$ cat src/rtl/game_state_ctrl.sv
// Game-flow controller: owns lives, level and PLAY/DEATH/LEVEL_UP/GAME_OVER sequencing.
// Optional best-level tracking is enabled with the HIGH_SCORE_EN macro.
module game_state_ctrl #(
  parameter logic [1:0]  START_LIVES   = 2'd3,
  parameter logic [3:0]  MAX_LEVEL     = 4'd9,
  parameter logic [23:0] DEATH_TICKS   = 24'd12500000,
  parameter logic [23:0] LEVELUP_TICKS = 24'd6250000
) (
  input  logic       i_Clk,
  input  logic       i_Rst,
  input  logic       i_Collision,
  input  logic       i_Frog_At_Top,
  input  logic       i_Restart_Req,
  output logic       o_Reset_Frog,
  output logic       o_Freeze,
  output logic       o_Game_Over,
  output logic [3:0] o_Level,
  output logic [1:0] o_Lives,
  output logic [1:0] o_State
`ifdef HIGH_SCORE_EN
  ,
  output logic [3:0] o_Best_Level
`endif
);

  typedef enum logic [1:0] {
    ST_PLAY      = 2'b00,
    ST_DEATH     = 2'b01,
    ST_LEVEL_UP  = 2'b10,
    ST_GAME_OVER = 2'b11
  } state_t;

  state_t      state, state_nx;
  logic [23:0] timer, timer_nx;
  logic [1:0]  lives_nx;
  logic [3:0]  level_nx;
  logic        pulse_nx;

  logic col_cur, col_prev;
  logic top_cur, top_prev;
  logic req_cur, req_prev;
  logic col_evt, top_evt, req_evt;

  // Inputs are sampled once and compared with the previous sample, so events
  // act one edge after they are first seen.
  always_ff @(posedge i_Clk or posedge i_Rst) begin
    if (i_Rst) begin
      col_cur  <= 1'b0;
      col_prev <= 1'b0;
      top_cur  <= 1'b0;
      top_prev <= 1'b0;
      req_cur  <= 1'b0;
      req_prev <= 1'b0;
    end else begin
      col_cur  <= i_Collision;
      col_prev <= col_cur;
      top_cur  <= i_Frog_At_Top;
      top_prev <= top_cur;
      req_cur  <= i_Restart_Req;
      req_prev <= req_cur;
    end
  end

  assign col_evt = col_cur & ~col_prev;
  assign top_evt = top_cur & ~top_prev;
  assign req_evt = req_cur & ~req_prev;

  always_comb begin
    state_nx = state;
    timer_nx = timer;
    lives_nx = o_Lives;
    level_nx = o_Level;
    pulse_nx = 1'b0;
    if (req_evt) begin
      state_nx = ST_PLAY;
      timer_nx = '0;
      lives_nx = START_LIVES;
      level_nx = '0;
      pulse_nx = 1'b1;
    end else begin
      case (state)
        ST_PLAY: begin
          if (col_evt) begin
            if (o_Lives > 2'd1) begin
              lives_nx = o_Lives - 2'd1;
              timer_nx = DEATH_TICKS - 24'd1;
              state_nx = ST_DEATH;
            end else begin
              lives_nx = '0;
              state_nx = ST_GAME_OVER;
            end
          end else if (top_evt) begin
            level_nx = (o_Level >= MAX_LEVEL) ? MAX_LEVEL : o_Level + 4'd1;
            timer_nx = LEVELUP_TICKS - 24'd1;
            state_nx = ST_LEVEL_UP;
          end
        end
        ST_DEATH, ST_LEVEL_UP: begin
          // Timer is loaded with N-1, so the zero cycle is the Nth cycle of dwell.
          if (timer == '0) begin
            pulse_nx = 1'b1;
            state_nx = ST_PLAY;
          end else begin
            timer_nx = timer - 24'd1;
          end
        end
        ST_GAME_OVER: begin
          state_nx = ST_GAME_OVER;
        end
        default: begin
          state_nx = ST_PLAY;
        end
      endcase
    end
  end

  always_ff @(posedge i_Clk or posedge i_Rst) begin
    if (i_Rst) begin
      state        <= ST_PLAY;
      timer        <= '0;
      o_Lives      <= START_LIVES;
      o_Level      <= '0;
      o_Reset_Frog <= 1'b0;
      o_Freeze     <= 1'b0;
      o_Game_Over  <= 1'b0;
    end else begin
      state        <= state_nx;
      timer        <= timer_nx;
      o_Lives      <= lives_nx;
      o_Level      <= level_nx;
      o_Reset_Frog <= pulse_nx;
      o_Freeze     <= (state_nx != ST_PLAY);
      o_Game_Over  <= (state_nx == ST_GAME_OVER);
    end
  end

  assign o_State = state;

`ifdef HIGH_SCORE_EN
  always_ff @(posedge i_Clk or posedge i_Rst) begin
    if (i_Rst) begin
      o_Best_Level <= '0;
    end else if (o_Level > o_Best_Level) begin
      o_Best_Level <= o_Level;
    end
  end
`else
`endif

endmodule

$ cat config.mk
export PLATFORM = sky130hd
export DESIGN_NAME = game_state_ctrl
export DESIGN_NICKNAME = d
export VERILOG_FILES = /design/src/rtl/game_state_ctrl.sv
export SDC_FILE = /design/constraint.sdc
export NUM_CORES = 1
export LEC_CHECK = 0
export ABC_AREA = 1
export CAP_MARGIN = 20
export CORE_MARGIN = 3
export CORE_UTILIZATION = 50
export DETAILED_ROUTE_END_ITERATION = 7
export PLACE_DENSITY = 0.74
export SYNTH_ARGS = -nofsm -noshare
export SYNTH_HDL_FRONTEND = slang
export SYNTH_SLANG_ARGS = --single-unit
export TNS_END_PERCENT = 50
$ cat constraint.sdc
create_clock -name i_Clk -period 2.3 [get_ports i_Clk]
set_clock_uncertainty 0.15 [all_clocks]
set_input_delay 0.345 -clock i_Clk [delete_from_list [all_inputs] [get_ports i_Clk]]
set_output_delay 0.345 -clock i_Clk [all_outputs]
set_load 0.01 [all_outputs]
==> flow_summary.toml, run 1 <==
[status]
status = "finished, final reports clean"

[clocking]
cts_num_sinks = 41
cts-resized-gates = 0
clock_tree_from_tritoncts = "done"
postCtsHoldBufs = 0
count_of_buffers_added_by_post_cts_timing_repair_for_setup = 0
cts-buffers-inserted = 5
clk_latency_ns = 0.30
cts.root.buffer_cell = "sky130_fd_sc_hd__clkbuf_8"
clk_transition_reported_paths_ns = 0.08
cts-root-to-sink-buffers = 2
clock_tree.htree_level_count = 2

[final_layout]
antenna_cells = 0
drive_gt1_frac = 0.0992
nNetsFinal = 383
area.growth.synth_to_final_pct = 13.4
post-route-util = 0.613
final_design_area_no_fill_um2 = 2780

[sta]
final_setup_violation_count = 0
timing.final.crit_period_ns = 2.01
drv_slew = 0
worst_slew_margin_rel = 0.700
worstMarginPinSlew_ns = 0.450
timing.fmax_ghz = 0.498
timing.setup.tns_ns = 0
post-route-period-util = 0.873
hold_violations = 0
layout_setup_ws_ns = 0.292
grt_setup_unrepaired = "false"

[floorplanning]
dieArea_um2 = 5780
floorplan.rows = 24
die_w_um = 76.1
die-height_um = 76.1
initial_utilization = 0.541
standard_cell_core_area_um2 = 4530
num_io_pins = 16

[pwr]
power.density_cell_area_nw_per_um2 = 1500
total_power_uw = 4170
p_leak_uw = 0.00139
ir_drop_mv = 0.719

[grt]
antenna_found_initial = 0
grt_pass1_wl_mm = 9.37
grt_start_max_net_pins = 23
overflow_after_grt = 0
first_global_vias = 2020
globalRouteTotalUtil = 0.198

[detailed_routing]
drt_drc_violations_left = 0
dr.pass1.iters = 4
count_of_routing_violations_after_the_opening_detailed_route_iteration = 144
via_density = 5.03
antenna_violating_nets_post_route = 0
routedWlPerCell_um = 12.3
detailed_route_wl_mm = 5.37
via_count = 2203

[critical_path]
crit_fanout = 22
worst_ep_required_time_ns = 2.38
worstSetupPathType = "reg -> reg"
cp-start-kind = "flop"
worstSetupEndpointType = "flop"
cp.arrival_ns = 2.09

[placement]
placement.cell_area_um2 = 2700
place.gp.congestion = 0.909
detailedPlace.worstSlack_ns = 0.309
buffer_ports.inserted = 15
dpl.hpwl_mm = 4.01

[logic_synthesis]
yosysWarningCount = 0
synth.avg_cell_area_um2 = 7.03
synth.yosys.seq_area_share = 0.419
postSynthRegisterBits = 41
synth_cell_types = 32
synth_nets = 360
post_synthesis_instance_total = 349
syn-cell-area_um2 = 2450

[flow_run]
timing.max_cap.violations = 0

[hold_path]
hp-class = "in -> async"
## layout by cell type, fill, tap and decap left out, drive strengths merged
master	Yosys	layout
a21oi	6	6
a22oi	1	1
or2	1	1
nand3b	2	2
o21ai	25	25
clkbuf	3	7
o211ai	2	2
a31oi	1	1
nand4	11	11
nor2	62	62
nor3	4	4
clkdlybuf4s50	0	15
nand2	117	117
o21a	1	1
o22ai	3	3
xor2	1	1
clkinv	0	1
inv	41	41
dfstp	2	2
ha	6	6
buf	3	7
dfrtp	39	39
nand3	18	18
## worst paths after layout
kind / startpoint / end / slack [ns] / cells after the start
min in group i_Clk: top_cur / top_prev / 0.23 / 0
setup reg to reg: timer[0] / timer[8] / 0.29 / 9
hold / removal: i_Rst / timer[19] / 0.20 / 2
max in group asynchronous: i_Rst / o_Lives[0] / 1.16 / 3
setup / recovery: timer[0] / timer[8] / 0.29 / 9
hold reg to reg: top_cur / top_prev / 0.23 / 0
## kinds of logic after synthesis
| group | after synthesis | share of synthesized area |
|---|---|---|
| AO/OA/AOI/OAI | 39 | 0.0872 |
| XOR/XNOR | 1 | 0.00357 |
| adder cells (fa/ha/maj) | 6 | 0.0306 |
| buffers and inverters | 47 | 0.0780 |
| flip-flops | 41 | 0.419 |
| AND/OR/NAND/NOR | 215 | 0.381 |
## registers in the layout, summed over array words and instances, names as in the netlist
name,cells
col_cur,1
col_prev,1
o_Freeze,1
o_Game_Over,1
o_Level,4
o_Lives,2
o_Reset_Frog,1
o_State,2
req_cur,1
req_prev,1
timer,24
top_cur,1
top_prev,1
## final cells by class
class | instances | area, um^2
sequential | 41 | 1030
clock buffer | 7 | 76.3
clock inverter | 1 | 5.00
multi-input combinational | 261 | 1230
fill | 426 | 1750
timing repair buffer | 22 | 203
inverter | 41 | 154
tap | 65 | 81.3
## cells in the mapped netlist, drive strengths merged
cell,number,area share
a21oi,6,0.014
a22oi,1,0.0031
a31oi,1,0.0026
buf,3,0.011
clkbuf,3,0.0046
dfrtp,39,0.40
dfstp,2,0.021
ha,6,0.031
inv,41,0.063
nand2,117,0.18
nand3,18,0.039
nand3b,2,0.0061
nand4,11,0.031
nor2,62,0.11
nor3,4,0.010
o211ai,2,0.0061
o21a,1,0.0031
o21ai,25,0.051
o22ai,3,0.0076
or2,1,0.0026
xor2,1,0.0036
## critical path, stage by stage, from the launching register on
cell and delay (ns):
sky130_fd_sc_hd__dfrtp_1 0.38, sky130_fd_sc_hd__inv_1 0.10, sky130_fd_sc_hd__ha_1 0.35, sky130_fd_sc_hd__nand2_4 0.11, sky130_fd_sc_hd__nor2_2 0.15, sky130_fd_sc_hd__nand4_2 0.12, sky130_fd_sc_hd__nand3_2 0.13, sky130_fd_sc_hd__buf_4 0.27
sky130_fd_sc_hd__nand2_1 0.09, sky130_fd_sc_hd__o21ai_1 0.09
## power by group
group | switching (uW) | total, uW | leakage (uW) | internal [uW]
sequential | 321 | 1350 | 0.000504 | 1030
clock | 250 | 463 | 0.0000422 | 213
combinational | 1470 | 2360 | 0.000845 | 884
## per-stage QoR
step,instances,hold WS (ns)
2_1_floorplan,349,0.204
3_3_place_gp,430,0.210
3_5_place_dp,430,0.216
4_1_cts,438,0.214
5_1_grt,438,0.239
6_report,438,0.196
## per-layer routing
layer	vias to the layer above	GRT usage	part of all wire
met2	41	0.322	0.47
met4	0	0.0652	0.012
li1	1153	-	-
met1	1003	0.267	0.48
met5	-	0	0
met3	6	0.0390	0.038
No activity file was read; power rests on OpenSTA's default activity.
==> run 2, diff against run 1 <==
--- a/config.mk
+++ b/config.mk
@@ -12,4 +12,5 @@
 export DETAILED_ROUTE_END_ITERATION = 7
 export PLACE_DENSITY = 0.74
+export SLEW_MARGIN = 20
 export SYNTH_ARGS = -nofsm -noshare
 export SYNTH_HDL_FRONTEND = slang
==> constraint.sdc (replaced) <==
create_clock -name i_Clk -period 2.3 [get_ports i_Clk]
set_clock_uncertainty 0.15 [all_clocks]
set_input_delay 0.575 -clock i_Clk [delete_from_list [all_inputs] [get_ports i_Clk]]
set_output_delay 0.575 -clock i_Clk [all_outputs]
set_load 0.01 [all_outputs]
==> run 2 against run 1 <==
Effect of this change:
- sequential share of layout area fell by 0.61 points
- power grew 3.1%
- cell area increased by 1.7%
- die area did not move
- critical endpoint is now o_Lives[0]
- first-iteration DRC count is 8.3% lower
==> flow_summary.toml, run 2 (synthesized netlist as in run 1, its figures left out) <==
[final_layout]
largest_register_ff_count = 24
post-route-util = 0.624
fillCellCount = 417
layout_commonest_cell = "sky130_fd_sc_hd__nand2_1"
final_design_area_no_fill_um2 = 2830
drive_gt1_frac = 0.107
nNetsFinal = 384
antenna_cells = 0
regMostFlops = "timer"
stdcell_count = 439
reg_top3 = "timer: 24 flops, o_Level: 4 flops"
area.growth.synth_to_final_pct = 15.2
final_cell_mix = "sky130_fd_sc_hd__nand2_1, sky130_fd_sc_hd__nor2_1, sky130_fd_sc_hd__dfrtp_1"

[floorplanning]
die-height_um = 76.1
dieArea_um2 = 5780
num_io_pins = 16
die_w_um = 76.1
floorplan.rows = 24
initial_utilization = 0.541
standard_cell_core_area_um2 = 4530

[flow_run]
timing.max_cap.violations = 0

[critical_path]
worst_path_largest_cell_delay_ns = 0.55
reg2reg_slack_ns = 0.30
cpLargestDelayFamily = "flip-flops"
cp_num_cells = 1
critical_path.slowest_cell = "sky130_fd_sc_hd__dfstp_2"
crit_buf_inv = 1
worstSetupEndpointType = "primary output"
regToRegEndpoint = "timer[20]"
cp.arrival_ns = 1.37
rr_worst_depth = 10
crit_fanout = 3
cp-start-kind = "flop"
cp_cell_sequence = "clkdlybuf4s50_1"
worstSetupPathType = "reg -> out"
critical_path.reg2reg.startpoint = "o_State[1]"
worst_ep_required_time_ns = 1.57

[sta]
timing.fmax_ghz = 0.477
grt_setup_unrepaired = "false"
hold_violations = 0
timing.setup.tns_ns = 0
timing.final.crit_period_ns = 2.10
worstMarginPinSlew_ns = 0.477
final_setup_violation_count = 0
drv_slew = 0
post-route-period-util = 0.912
worst_slew_margin_rel = 0.681

[grt]
antenna_found_initial = 0
grt_start_max_net_pins = 26
first_global_vias = 1952
overflow_after_grt = 0
globalRouteTotalUtil = 0.192
grt_pass1_wl_mm = 9.09

[pwr]
power_switching_uw = 2030
p_int_uw = 2260
ir_drop_mv = 0.718
p_leak_uw = 0.00141
netSwitchingFraction = 0.473
pwr-share-comb = 0.545
power.clock.fraction = 0.142
share_seq_of_total_power = 0.313
power.density_cell_area_nw_per_um2 = 1520

[detailed_routing]
detailed_route_wl_mm = 5.18
count_of_routing_violations_after_the_opening_detailed_route_iteration = 132
routedWlPerCell_um = 11.8
antenna_violating_nets_post_route = 0
via_count = 2221
drt_drc_violations_left = 0
dr.pass1.iters = 5
via_density = 5.06

[hold_path]
hold_end = "col_prev"
hp-start = "col_cur"
holdPathStages = 0
hp-class = "reg -> reg"

[clocking]
count_of_buffers_added_by_post_cts_timing_repair_for_setup = 0
cts_num_sinks = 41
clk_transition_reported_paths_ns = 0.08
clock_tree.htree_level_count = 2
clk_latency_ns = 0.30
cts-resized-gates = 0
cts-buffers-inserted = 5
clock_tree_from_tritoncts = "done"
cts-root-to-sink-buffers = 2
cts.root.buffer_cell = "sky130_fd_sc_hd__clkbuf_8"
postCtsHoldBufs = 0

[placement]
dpl.hpwl_mm = 3.81
placement.cell_area_um2 = 2710
placed_cells = 431
buffer_ports.inserted = 15
place.gp.congestion = 0.927

[status]
status = "finished, final reports clean"
==> run 2: cell count changes in the layout (fill, tap and decap cells not counted) <==
cell	change
sky130_fd_sc_hd__clkbuf_1	-2
sky130_fd_sc_hd__clkinvlp_4	+1
sky130_fd_sc_hd__clkinv_2	-1
sky130_fd_sc_hd__buf_4	+1
sky130_fd_sc_hd__bufinv_16	+1
sky130_fd_sc_hd__clkbuf_8	+1
==> run 2: power by group through the flow <==
stage / combinational (uW) / clock, uW / sequential (uW)
after floorplan: 1730 / 0 / 1310
after global placement: 2300 / 0 / 1350
after detailed placement: 2340 / 0 / 1350
after CTS: 2350 / 630 / 1340
after global routing: 2710 / 664 / 1390
final: 2340 / 611 / 1340
==> run 2: worst max-delay path by stage <==
stage	slack, ns	from	endpoint
after floorplan	0.45	o_State[0]	timer[2]
after global placement	0.33	o_State[1]	timer[4]
after detailed placement	0.32	o_State[0]	timer[4]
after CTS	0.18	o_Lives[0]	o_Lives[0]
after global routing	0.05	o_State[1]	timer[18]
final	0.20	o_Lives[0]	o_Lives[0]
==> run 2: cell type report <==
cell class	count	area, um^2	area share
clock buffers	6	82.6	0.0292
clock inverters	2	37.5	0.0133
inverters	41	154	0.0544
multi-input cells	261	1230	0.436
flip-flops and latches	41	1030	0.364
well taps	65	81.3	0.0288
repair buffers	23	210	0.0743
==> run 2: routing by layer <==
| metal | share of wire | vias to the layer above | routed length, um | track usage |
|---|---|---|---|---|
| li1 | - | 1159 | - | - |
| met1 | 0.49 | 1005 | 2530 | 0.274 |
| met2 | 0.45 | 47 | 2350 | 0.290 |
| met3 | 0.037 | 10 | 193 | 0.0355 |
| met4 | 0.020 | 0 | 104 | 0.0761 |
| met5 | 0 | - | 0 | 0 |
==> run 2: stage by stage <==
| step | hold slack (ns) | power [uW] | worst slack, ns |
|---|---|---|---|
| floorplan | 0.204 | 3040 | 0.449 |
| global placement | 0.212 | 3640 | 0.331 |
| detailed placement | 0.214 | 3690 | 0.315 |
| CTS | 0.233 | 4330 | 0.183 |
| global route | 0.249 | 4770 | 0.0498 |
| finish | 0.228 | 4300 | 0.202 |
==> run 3, diff against run 2 <==
HOLD_SLACK_MARGIN = 0.06   (was default)
==> results of run 3 <==
Final layout, timing and power as in run 2 (identical DEF).
